**src/rtl/register_file_pkg.sv**
```systemverilog
// Bit positions of the ALU flags within the status register.
package register_file_pkg;

  localparam int unsigned ZERO_FLAG     = 0;
  localparam int unsigned POSITIVE_FLAG = 1;
  localparam int unsigned CARRY_FLAG    = 2;
  localparam int unsigned OVERFLOW_FLAG = 3;

endpackage : register_file_pkg

```
**src/rtl/program_counter_pkg.sv**
```systemverilog
// Shared types for the fetch-stage program counter: branch condition codes,
// next-PC source selector and the condition evaluator.
package program_counter_pkg;

  import register_file_pkg::*;

  typedef enum logic [2:0] {
    COND_ZERO             = 3'd0,
    COND_NOT_ZERO         = 3'd1,
    COND_POSITIVE         = 3'd2,
    COND_NEGATIVE         = 3'd3,
    COND_CARRY_SET        = 3'd4,
    COND_CARRY_CLEARED    = 3'd5,
    COND_OVERFLOW_SET     = 3'd6,
    COND_OVERFLOW_CLEARED = 3'd7
  } branch_condition_e;

  typedef enum logic [1:0] {
    PC_INC,
    PC_TARGET,
    PC_RET,
    PC_HOLD
  } next_pc_src_e;

  // Status is passed zero-extended to this width so the evaluator is width-agnostic.
  localparam int unsigned STATUS_W_MAX = 32;

  function automatic logic eval_branch_condition(
    input logic [STATUS_W_MAX-1:0] status,
    input branch_condition_e       cond
  );
    logic met;
    met = 1'b0;
    case (cond)
      COND_ZERO:             met =  status[ZERO_FLAG];
      COND_NOT_ZERO:         met = ~status[ZERO_FLAG];
      COND_POSITIVE:         met =  status[POSITIVE_FLAG];
      COND_NEGATIVE:         met = ~status[POSITIVE_FLAG];
      COND_CARRY_SET:        met =  status[CARRY_FLAG];
      COND_CARRY_CLEARED:    met = ~status[CARRY_FLAG];
      COND_OVERFLOW_SET:     met =  status[OVERFLOW_FLAG];
      COND_OVERFLOW_CLEARED: met = ~status[OVERFLOW_FLAG];
      default:               met = 1'b0;
    endcase
    return met;
  endfunction

endpackage : program_counter_pkg

```
**src/rtl/program_counter_ras_stack.sv**
```systemverilog
// Circular return-address stack. A push while full overwrites the oldest
// entry; a pop while empty only raises the sticky underflow flag.
module return_address_stack #(
  parameter int unsigned DEPTH = 4,
  parameter int unsigned WIDTH = 12
) (
  input  logic                       clk,
  input  logic                       rst,
  input  logic                       push,
  input  logic                       pop,
  input  logic [WIDTH-1:0]           push_data,
  output logic [WIDTH-1:0]           top,
  output logic [$clog2(DEPTH):0]     count,
  output logic                       overflow,
  output logic                       underflow
);

  localparam int unsigned PTR_W = $clog2(DEPTH);
  localparam int unsigned CNT_W = PTR_W + 1;

  logic [WIDTH-1:0] mem_q [DEPTH];
  logic [PTR_W-1:0] tp_q, tp_d;
  logic [CNT_W-1:0] count_q, count_d;
  logic             ovf_q, ovf_d;
  logic             unf_q, unf_d;
  logic             wr_en;

  // Pointer/count/flag next state; pop takes precedence over push.
  always_comb begin
    tp_d    = tp_q;
    count_d = count_q;
    ovf_d   = ovf_q;
    unf_d   = unf_q;
    wr_en   = 1'b0;
    if (pop) begin
      if (count_q != '0) begin
        tp_d    = tp_q - 1'b1;
        count_d = count_q - 1'b1;
      end else begin
        unf_d = 1'b1;
      end
    end else if (push) begin
      // Advancing the pointer past a full stack lands on the oldest entry.
      tp_d  = tp_q + 1'b1;
      wr_en = 1'b1;
      if (count_q == CNT_W'(DEPTH)) begin
        ovf_d = 1'b1;
      end else begin
        count_d = count_q + 1'b1;
      end
    end
  end

  // Control state with synchronous reset.
  always_ff @(posedge clk) begin
    if (rst) begin
      tp_q    <= '0;
      count_q <= '0;
      ovf_q   <= 1'b0;
      unf_q   <= 1'b0;
    end else begin
      tp_q    <= tp_d;
      count_q <= count_d;
      ovf_q   <= ovf_d;
      unf_q   <= unf_d;
    end
  end

  // Entry storage, deliberately not cleared by reset.
  always_ff @(posedge clk) begin
    if (wr_en && !rst) begin
      mem_q[tp_d] <= push_data;
    end
  end

  assign top       = mem_q[tp_q];
  assign count     = count_q;
  assign overflow  = ovf_q;
  assign underflow = unf_q;

endmodule : return_address_stack

```
**src/rtl/program_counter_ras.sv**
```systemverilog
// Fetch-stage program counter: sequential increment, absolute or PC-relative
// jumps/branches, call/return through a hardware return-address stack, stall.
module program_counter_ras
  import program_counter_pkg::*;
#(
  parameter int unsigned          I_ADDR_W     = 12,
  parameter int unsigned          DATA_W       = 8,
  parameter int unsigned          RAS_DEPTH    = 4,
  parameter logic [I_ADDR_W-1:0]  RESET_VECTOR = '0
) (
  input  logic                        clk,
  input  logic                        rst,
  input  logic                        stall,
  input  logic [I_ADDR_W-1:0]         imar,
  input  logic [I_ADDR_W-1:0]         address_immediate,
  input  logic                        jump_branch_select,
  input  logic                        immediate_select,
  input  logic                        relative_select,
  input  logic                        unconditional_branch,
  input  logic                        call,
  input  logic                        ret,
  input  logic [DATA_W-1:0]           status_register,
  input  logic [2:0]                  branch_condition,
  output logic [I_ADDR_W-1:0]         pc,
  output logic                        branch_taken,
  output logic [$clog2(RAS_DEPTH):0]  ras_count,
  output logic                        ras_overflow,
  output logic                        ras_underflow
);

  logic [I_ADDR_W-1:0]     pc_q;
  logic                    branch_taken_q;
  logic [I_ADDR_W-1:0]     pc_inc;
  logic [I_ADDR_W-1:0]     target;
  logic [STATUS_W_MAX-1:0] status_ext;
  logic                    taken;
  next_pc_src_e            src;
  logic                    push_en;
  logic                    pop_en;
  logic [I_ADDR_W-1:0]     ras_top;

  // Condition evaluation, target selection and next-PC source priority.
  always_comb begin
    status_ext = STATUS_W_MAX'(status_register);
    taken      = unconditional_branch |
                 eval_branch_condition(status_ext, branch_condition_e'(branch_condition));
    pc_inc     = pc_q + I_ADDR_W'(1);
    if (relative_select) begin
      target = pc_q + address_immediate;
    end else begin
      target = immediate_select ? address_immediate : imar;
    end
    if (stall) begin
      src = PC_HOLD;
    end else if (ret) begin
      src = PC_RET;
    end else if (jump_branch_select && taken) begin
      src = PC_TARGET;
    end else begin
      src = PC_INC;
    end
    push_en = !rst && (src == PC_TARGET) && call;
    pop_en  = !rst && (src == PC_RET);
  end

  return_address_stack #(
    .DEPTH (RAS_DEPTH),
    .WIDTH (I_ADDR_W)
  ) u_ras (
    .clk       (clk),
    .rst       (rst),
    .push      (push_en),
    .pop       (pop_en),
    .push_data (pc_inc),
    .top       (ras_top),
    .count     (ras_count),
    .overflow  (ras_overflow),
    .underflow (ras_underflow)
  );

  // PC and redirect indicator registers.
  always_ff @(posedge clk) begin
    if (rst) begin
      pc_q           <= RESET_VECTOR;
      branch_taken_q <= 1'b0;
    end else begin
      unique case (src)
        PC_HOLD: begin
          pc_q           <= pc_q;
          branch_taken_q <= 1'b0;
        end
        PC_RET: begin
          // Return from an empty stack falls through sequentially.
          if (ras_count != '0) begin
            pc_q           <= ras_top;
            branch_taken_q <= 1'b1;
          end else begin
            pc_q           <= pc_inc;
            branch_taken_q <= 1'b0;
          end
        end
        PC_TARGET: begin
          pc_q           <= target;
          branch_taken_q <= 1'b1;
        end
        default: begin
          pc_q           <= pc_inc;
          branch_taken_q <= 1'b0;
        end
      endcase
    end
  end

  assign pc           = pc_q;
  assign branch_taken = branch_taken_q;

endmodule : program_counter_ras

```
**config.mk**
```make
export PLATFORM = sky130hd
export DESIGN_NAME = program_counter_ras
export DESIGN_NICKNAME = d
export VERILOG_FILES = /design/src/rtl/register_file_pkg.sv /design/src/rtl/program_counter_pkg.sv /design/src/rtl/program_counter_ras_stack.sv /design/src/rtl/program_counter_ras.sv
export SDC_FILE = /design/constraint.sdc
export NUM_CORES = 1
export LEC_CHECK = 0
export BUFFER_PORTS_ARGS = -buffer_cell sky130_fd_sc_hd__buf_2
export CORE_MARGIN = 1.5
export CORE_UTILIZATION = 55
export CTS_CLUSTER_DIAMETER = 30
export CTS_CLUSTER_SIZE = 40
export DETAILED_ROUTE_END_ITERATION = 6
export HOLD_SLACK_MARGIN = 0.15
export PLACE_DENSITY = 0.78
export REMOVE_ABC_BUFFERS = 1
export SKIP_CTS_REPAIR_TIMING = 1
export SLEW_MARGIN = 30
export SYNTH_ARGS = -nofsm -noshare
export SYNTH_HDL_FRONTEND = slang
export SYNTH_SLANG_ARGS = --single-unit
```
**constraint.sdc**
```tcl
create_clock -name clk -period 3 [get_ports clk]
set_input_delay 0 -clock clk [delete_from_list [all_inputs] [get_ports clk]]
set_output_delay 0 -clock clk [all_outputs]
set_load 0.03 [all_outputs]
```
; ---- Word level (Yosys, flattened, before mapping)
; Memories as Yosys holds them, arrays and structs flattened. A register that Yosys moved wholly into a read port is not among the register bits.
; Cells that the tools add are included.
[totals]
ff_bits = 20
ram_bits = 48
output_inout_bits = 18
n_memories = 1
[op_classes]
add_sub_neg = 6
n_eq_ne = 13
muxes = 22
bitwise_logic = 7
n_reduce_logical = 12
[memory_table]
columns = memory, words, word_bits, read_ports, rd_ports_with_merged_regs, write_ports, line
row1 = u_ras.mem_q, 4, 12, 1, 1, 1, program_counter_ras_stack.sv:21  ; logic [WIDTH-1:0] mem_q [DEPTH];
[op_table]
columns = cell, count
row1 = two-way mux 12 bit, 3
row2 = case mux 12 bit (3 select lines), 1
row3 = == test 3 bit (second input constant), 5
row4 = adder 12 x 1 -> 12 bit (second input constant), 1
row5 = adder 12 bit, 1
row6 = two-way mux 2 bit, 6
row7 = two-way mux 3 bit, 4
row8 = case mux 1 bit (8 select lines), 1
row9 = == test 3 x 2 -> 1 bit (second input constant), 2
row10 = two-way mux 1 bit, 6
row11 = inverter 1 bit, 6
row12 = AND reduction 3 bit, 2
row13 = logical AND 1 bit, 5
row14 = == test 2 bit (second input constant), 2
row15 = adder 3 x 1 -> 3 bit (second input constant), 1
row16 = == test 3 x 1 -> 1 bit (second input constant), 1
row17 = zero test 3 bit, 1
row18 = nonzero test 3 bit, 1
row19 = subtractor 3 x 1 -> 3 bit (second input constant), 1
row20 = adder 2 x 1 -> 2 bit (second input constant), 1
row21 = == test 2 x 1 -> 1 bit (second input constant), 1
row22 = != test 2 x 1 -> 1 bit (second input constant), 1
row23 = != test 2 bit (second input constant), 1
row24 = case mux 1 bit (2 select lines), 1
row25 = other kinds (5), 5

; ---- Logic depth before layout (Yosys ltp)
[depth]
depth_word = 15
depth_mapped = 9

; ---- By module
; From an unflattened synthesis, not the netlist that was laid out.
[hier_totals]
hier_cells = 362
hier_area_um2 = 4042.6
[modules_own_cells]
columns = module, instances, cells_each, area_per_inst_um2
row1 = return_address_stack, 1, 113, 2162.1
row2 = program_counter_ras, 1, 249, 1880.6

; ---- Worst setup path after synthesis
; Ideal clock, no wire load.
[synth_path]
kind = input -> register
start = in branch_condition[1]
end = mem u_ras.mem_q[1][0], enable pin
arrival_time_ns = 1.974
path_slack_ns = 0.630
cell_stages = 5
cell_sequence = mux2i_1 mux2i_1 nand4_1 or3_1 nor3_1
[synth_via]
elab_chain_cells = 15
[synth_lines]
columns = item, line
row1 = start: declaration, program_counter_ras.sv:23  ; input logic [2:0] branch_condition,
row2 = == test 3 bit (tied with other cells), program_counter_pkg.sv:34  ; case (cond)
row3 = case mux 1 bit (8 select lines) *, program_counter_pkg.sv:34
row4 = OR 1 bit *, program_counter_ras.sv:45  ; taken = unconditional_branch |
row5 = logical AND 1 bit *, program_counter_ras.sv:57  ; end else if (jump_branch_select && taken) begin
row6 = two-way mux 1 bit *, program_counter_ras.sv:57
row7 = two-way mux 2 bit *, program_counter_ras.sv:55  ; end else if (ret) begin
row8 = two-way mux 2 bit *, program_counter_ras.sv:53  ; if (stall) begin
row9 = == test 2 x 1 -> 1 bit, program_counter_ras.sv:62  ; push_en = !rst && (src == PC_TARGET) && call;
row10 = logical AND 1 bit (2 in a row), program_counter_ras.sv:62
row11 = two-way mux 1 bit, program_counter_ras_stack.sv:42  ; end else if (push) begin
row12 = two-way mux 1 bit, program_counter_ras_stack.sv:35  ; if (pop) begin
row13 = logical AND 1 bit, program_counter_ras_stack.sv:71  ; if (wr_en && !rst) begin
row14 = two-way mux 1 bit, program_counter_ras_stack.sv:71
row15 = two-way mux 1 bit (not written as such), program_counter_ras_stack.sv:72  ; mem_q[tp_d] <= push_data;
row16 = end: declaration, program_counter_ras_stack.sv:21
; Every way passes the cells marked *; elsewhere a longest branch is shown, timed or not.

; ---- Final worst setup path
[layout_path]
start = reg pc_q[0] (netlist: pc[0])
end = reg pc_q[8] (netlist: pc[8])
[layout_via]
elab_chain_cells = 3
[layout_lines]
columns = item, line
row1 = start: declaration, program_counter_ras.sv:31  ; logic [I_ADDR_W-1:0] pc_q;
row2 = start signal: assignment, program_counter_ras.sv:89  ; pc_q <= pc_q;
row3 = start signal: assignment, program_counter_ras.sv:95  ; pc_q <= ras_top;
row4 = start signal: assignment, program_counter_ras.sv:98  ; pc_q <= pc_inc;
row5 = adder 12 bit / adder 12 x 1 -> 12 bit (equally long branches), "program_counter_ras.sv:49, program_counter_ras.sv:47"
row6 = two-way mux 12 bit (on tied branches), "program_counter_ras.sv:48, program_counter_ras.sv:94"
row7 = case mux 12 bit (3 select lines) *, program_counter_ras.sv:87  ; unique case (src)
; Marks and branches as above.
; A chain may end at the register's enable or synchronous reset.

==> summary.txt <==
Clock tree
  – Clk sinks: 68
  – Clock Path Buffers: 2
  – Clock transition at the registers of the reported paths: about 0.080 ns
  – Number of CTS-inserted buffers: 9
  – CTS tree: built
  – Worst-skew pair later-pin latency: around 0.33 ns
  – Htree depth: 3
  – CTS root buffer: clkbuf_8

Timing
  – Unrepaired setup endpoints after global routing: false
  – Fmax: a little over 400 MHz
  – Worst-margin pin slew: ~0.7 ns
  – Normalized max-slew margin: 52.3%
  – Period utilisation layout: about four fifths
  – Post-Route Setup TNS: 0 ns
  – Clk_skew: 0.00545 ns
  – Final Setup Violations: 0
  – Final hold violations: 0
  – Min cycle time layout: between 2 and 2.5 ns
  – Final Max Tran Viols: 0

Logic synthesis
  – Synth area leaders: edfxtp_1 37%, dfxtp_1 10%, mux4_2 6.9%
  – Top-area cell type share of the netlist area: a little under two fifths
  – Register area share after synthesis: 46.9%
  – Dominant cell type by area after synthesis: edfxtp_1
  – Asr flop ratio synth: 0%
  – Synth cell count leaders: 48 x edfxtp_1, 27 x nor2_1, 23 x inv_1, 21 x nand2_1, 20 x dfxtp_1
  – EDFF count, synth: 48
  – Ys flop type: edfxtp_1
  – Ys Warns: 0
  – Count leader, synth: edfxtp_1
  – Post-synth cell types: 50
  – Cells after synthesis: 350
  – Mapped Area: 0.00392 mm2
  – Syn_area_per_cell: approximately 11 um2
  – #FFs+latches synth: 68

Final layout
  – Final Non-Filler Cells: 506
  – Diodes inserted: 0
  – Share of cells above drive strength 1: about 25%
  – P&R area growth vs syn: 13.5%
  – Fin util: 65.2%
  – Fin nets: roughly 460

Worst setup path
  – Worst Setup Start Kind: register
  – Worst Path Arrival: approximately 2.7 ns
  – Crit path kind: register to register
  – Critical path required time: ~3.2 ns
  – Worst setup EP type: register
  – CP Max Fanout: 6

Die
  – Initial core utilization: a little under three fifths
  – Die Y: between 80 and 90 um
  – Core box area: roughly 0.007 mm2
  – Die area: approximately 0.0077 mm2
  – FP Rows: 30
  – I/O Pins: slightly above 60
  – Die X: ~87 um

Pwr
  – Power per cell area: 517 mW/mm2
  – Sw power: 0.654 mW
  – Reg power frac: between 40% and 50%
  – Clock share of power: 34.1%
  – Internal Dissipation: approximately 1.6 mW
  – Static leakage: around 1.7 nW
  – Switching share of total power: 28.4%
  – Power share of the combinational group: between 15 and 20%
  – Design Power: about 2.3 mW
  – Worst vdd ir: 308 uV

Global routing
  – Initial antenna violation count: 0
  – Overflow after GRT: 0
  – Vias in the first global route: about 2800
  – Largest net degree at the start of global routing: 22
  – Total track usage: between 20 and 25%
  – First-pass GRT wire length: between 10 and 15 mm

Routing
  – Via density: 5.82
  – Routed wire length: 8.65 mm
  – DR WL/cell: about 17 um
  – DR vias: 2944
  – DRT Pass-1 Iters: 5
  – Iter 0 DRT Violations: around 280
  – Post-route DRC: 0
  – Final antenna-violating net count: 0

Outcome
  – Status: completed

Placed design
  – Dpl hpwl: about 6.2 mm
  – Placed insts: a little under 500
  – Placer congestion estimate: just under 0.9
  – PortBufs: between 50 and 60

Worst hold path
  – Hold Path Class: input pin to register

Flow run
  – Max_cap viols: 0
[cell type report]
class                      instances  area (um2)
fill                             543        2380
tap                               96         120
sequential                        68        1840
multi-input combinational        238        1840
timing repair buffer              65         350
clock inverter                     5        60.1
clock buffer                      11         151
inverter                          23        86.3
[worst paths after layout]
| path | cells past startpoint | to | from | slack [ns] |
|---|---|---|---|---|
| setup / recovery | 8 | pc[8] | pc[0] | 0.55 |
| hold / removal | 2 | pc[0] | stall | 0.18 |
| setup reg to reg | 8 | pc[8] | pc[0] | 0.55 |
| hold reg to reg | 2 | u_ras.underflow | u_ras.underflow | 0.47 |
[per-stage QoR]
stage | hold slack, ns | setup WS, ns | instance area [um2]
final | 0.177 | 0.549 | 4450
after global routing | 0.200 | 0.298 | 4450
after detailed placement | 0.406 | 0.574 | 4220
after global placement | 0.394 | 0.673 | 4220
after floorplan | 0.0691 | 0.439 | 3770
after CTS | 0.0497 | 0.538 | 4430
[power by group through the flow]
stage,clock [mW],combinational [mW],sequential (mW)
after global placement,0,0.428,1.09
after floorplan,0,0.261,1.13
after detailed placement,0,0.440,1.09
after global routing,0.838,0.496,1.07
after CTS,0.797,0.444,1.07
final,0.785,0.448,1.07
[worst max-delay path: stages (launching register included)]
cell,delay (ns)
dfxtp_1,0.37
ha_1,0.23
fa_1,0.41
a21oi_1,0.19
o21ai_0,0.22
a221oi_1,0.39
xnor2_1,0.17
o211ai_1,0.11
a221oi_1,0.27
[cells in the final DEF (no fill, tap or decap), types with 11 or more instances in the layout]
cell type  netlist  layout
o21ai_0         17      17
xnor2_1         19      19
a21oi_1         14      14
inv_1           23      23
dfxtp_1         20      20
nand2_1         21      21
nor2_1          27      27
mux2i_1         12      12
edfxtp_1        48      48
buf_2            6      57
mux4_2          12      12
ha_1            12      12
nor3_1          14      14
clkbuf_8         0      11
[cell families after synthesis]
kind of cell,synth area share (%)
AND/OR/NAND/NOR,12.1
flip-flops,46.9
buffers and inverters,6.06
XOR/XNOR,4.91
adder cells (fa/ha/maj),4.85
AO/OA/AOI/OAI,14.3
multiplexers,10.8
[per-layer routing]
layer	up-vias	track usage (%)	routed length, um
li1	1444	-	-
met1	1387	31.8	3930
met2	96	39.6	4120
met3	17	3.98	396
met4	0	11.4	210
met5	-	0	0
[flip-flops by register name (all words and copies together), names as in the netlist]
name / count
u_ras.tp_q: 2
branch_taken: 1
u_ras.mem_q: 48
u_ras.count: 3
u_ras.underflow: 1
pc: 12
u_ras.overflow: 1
No activity file was read; power rests on OpenSTA's default activity.
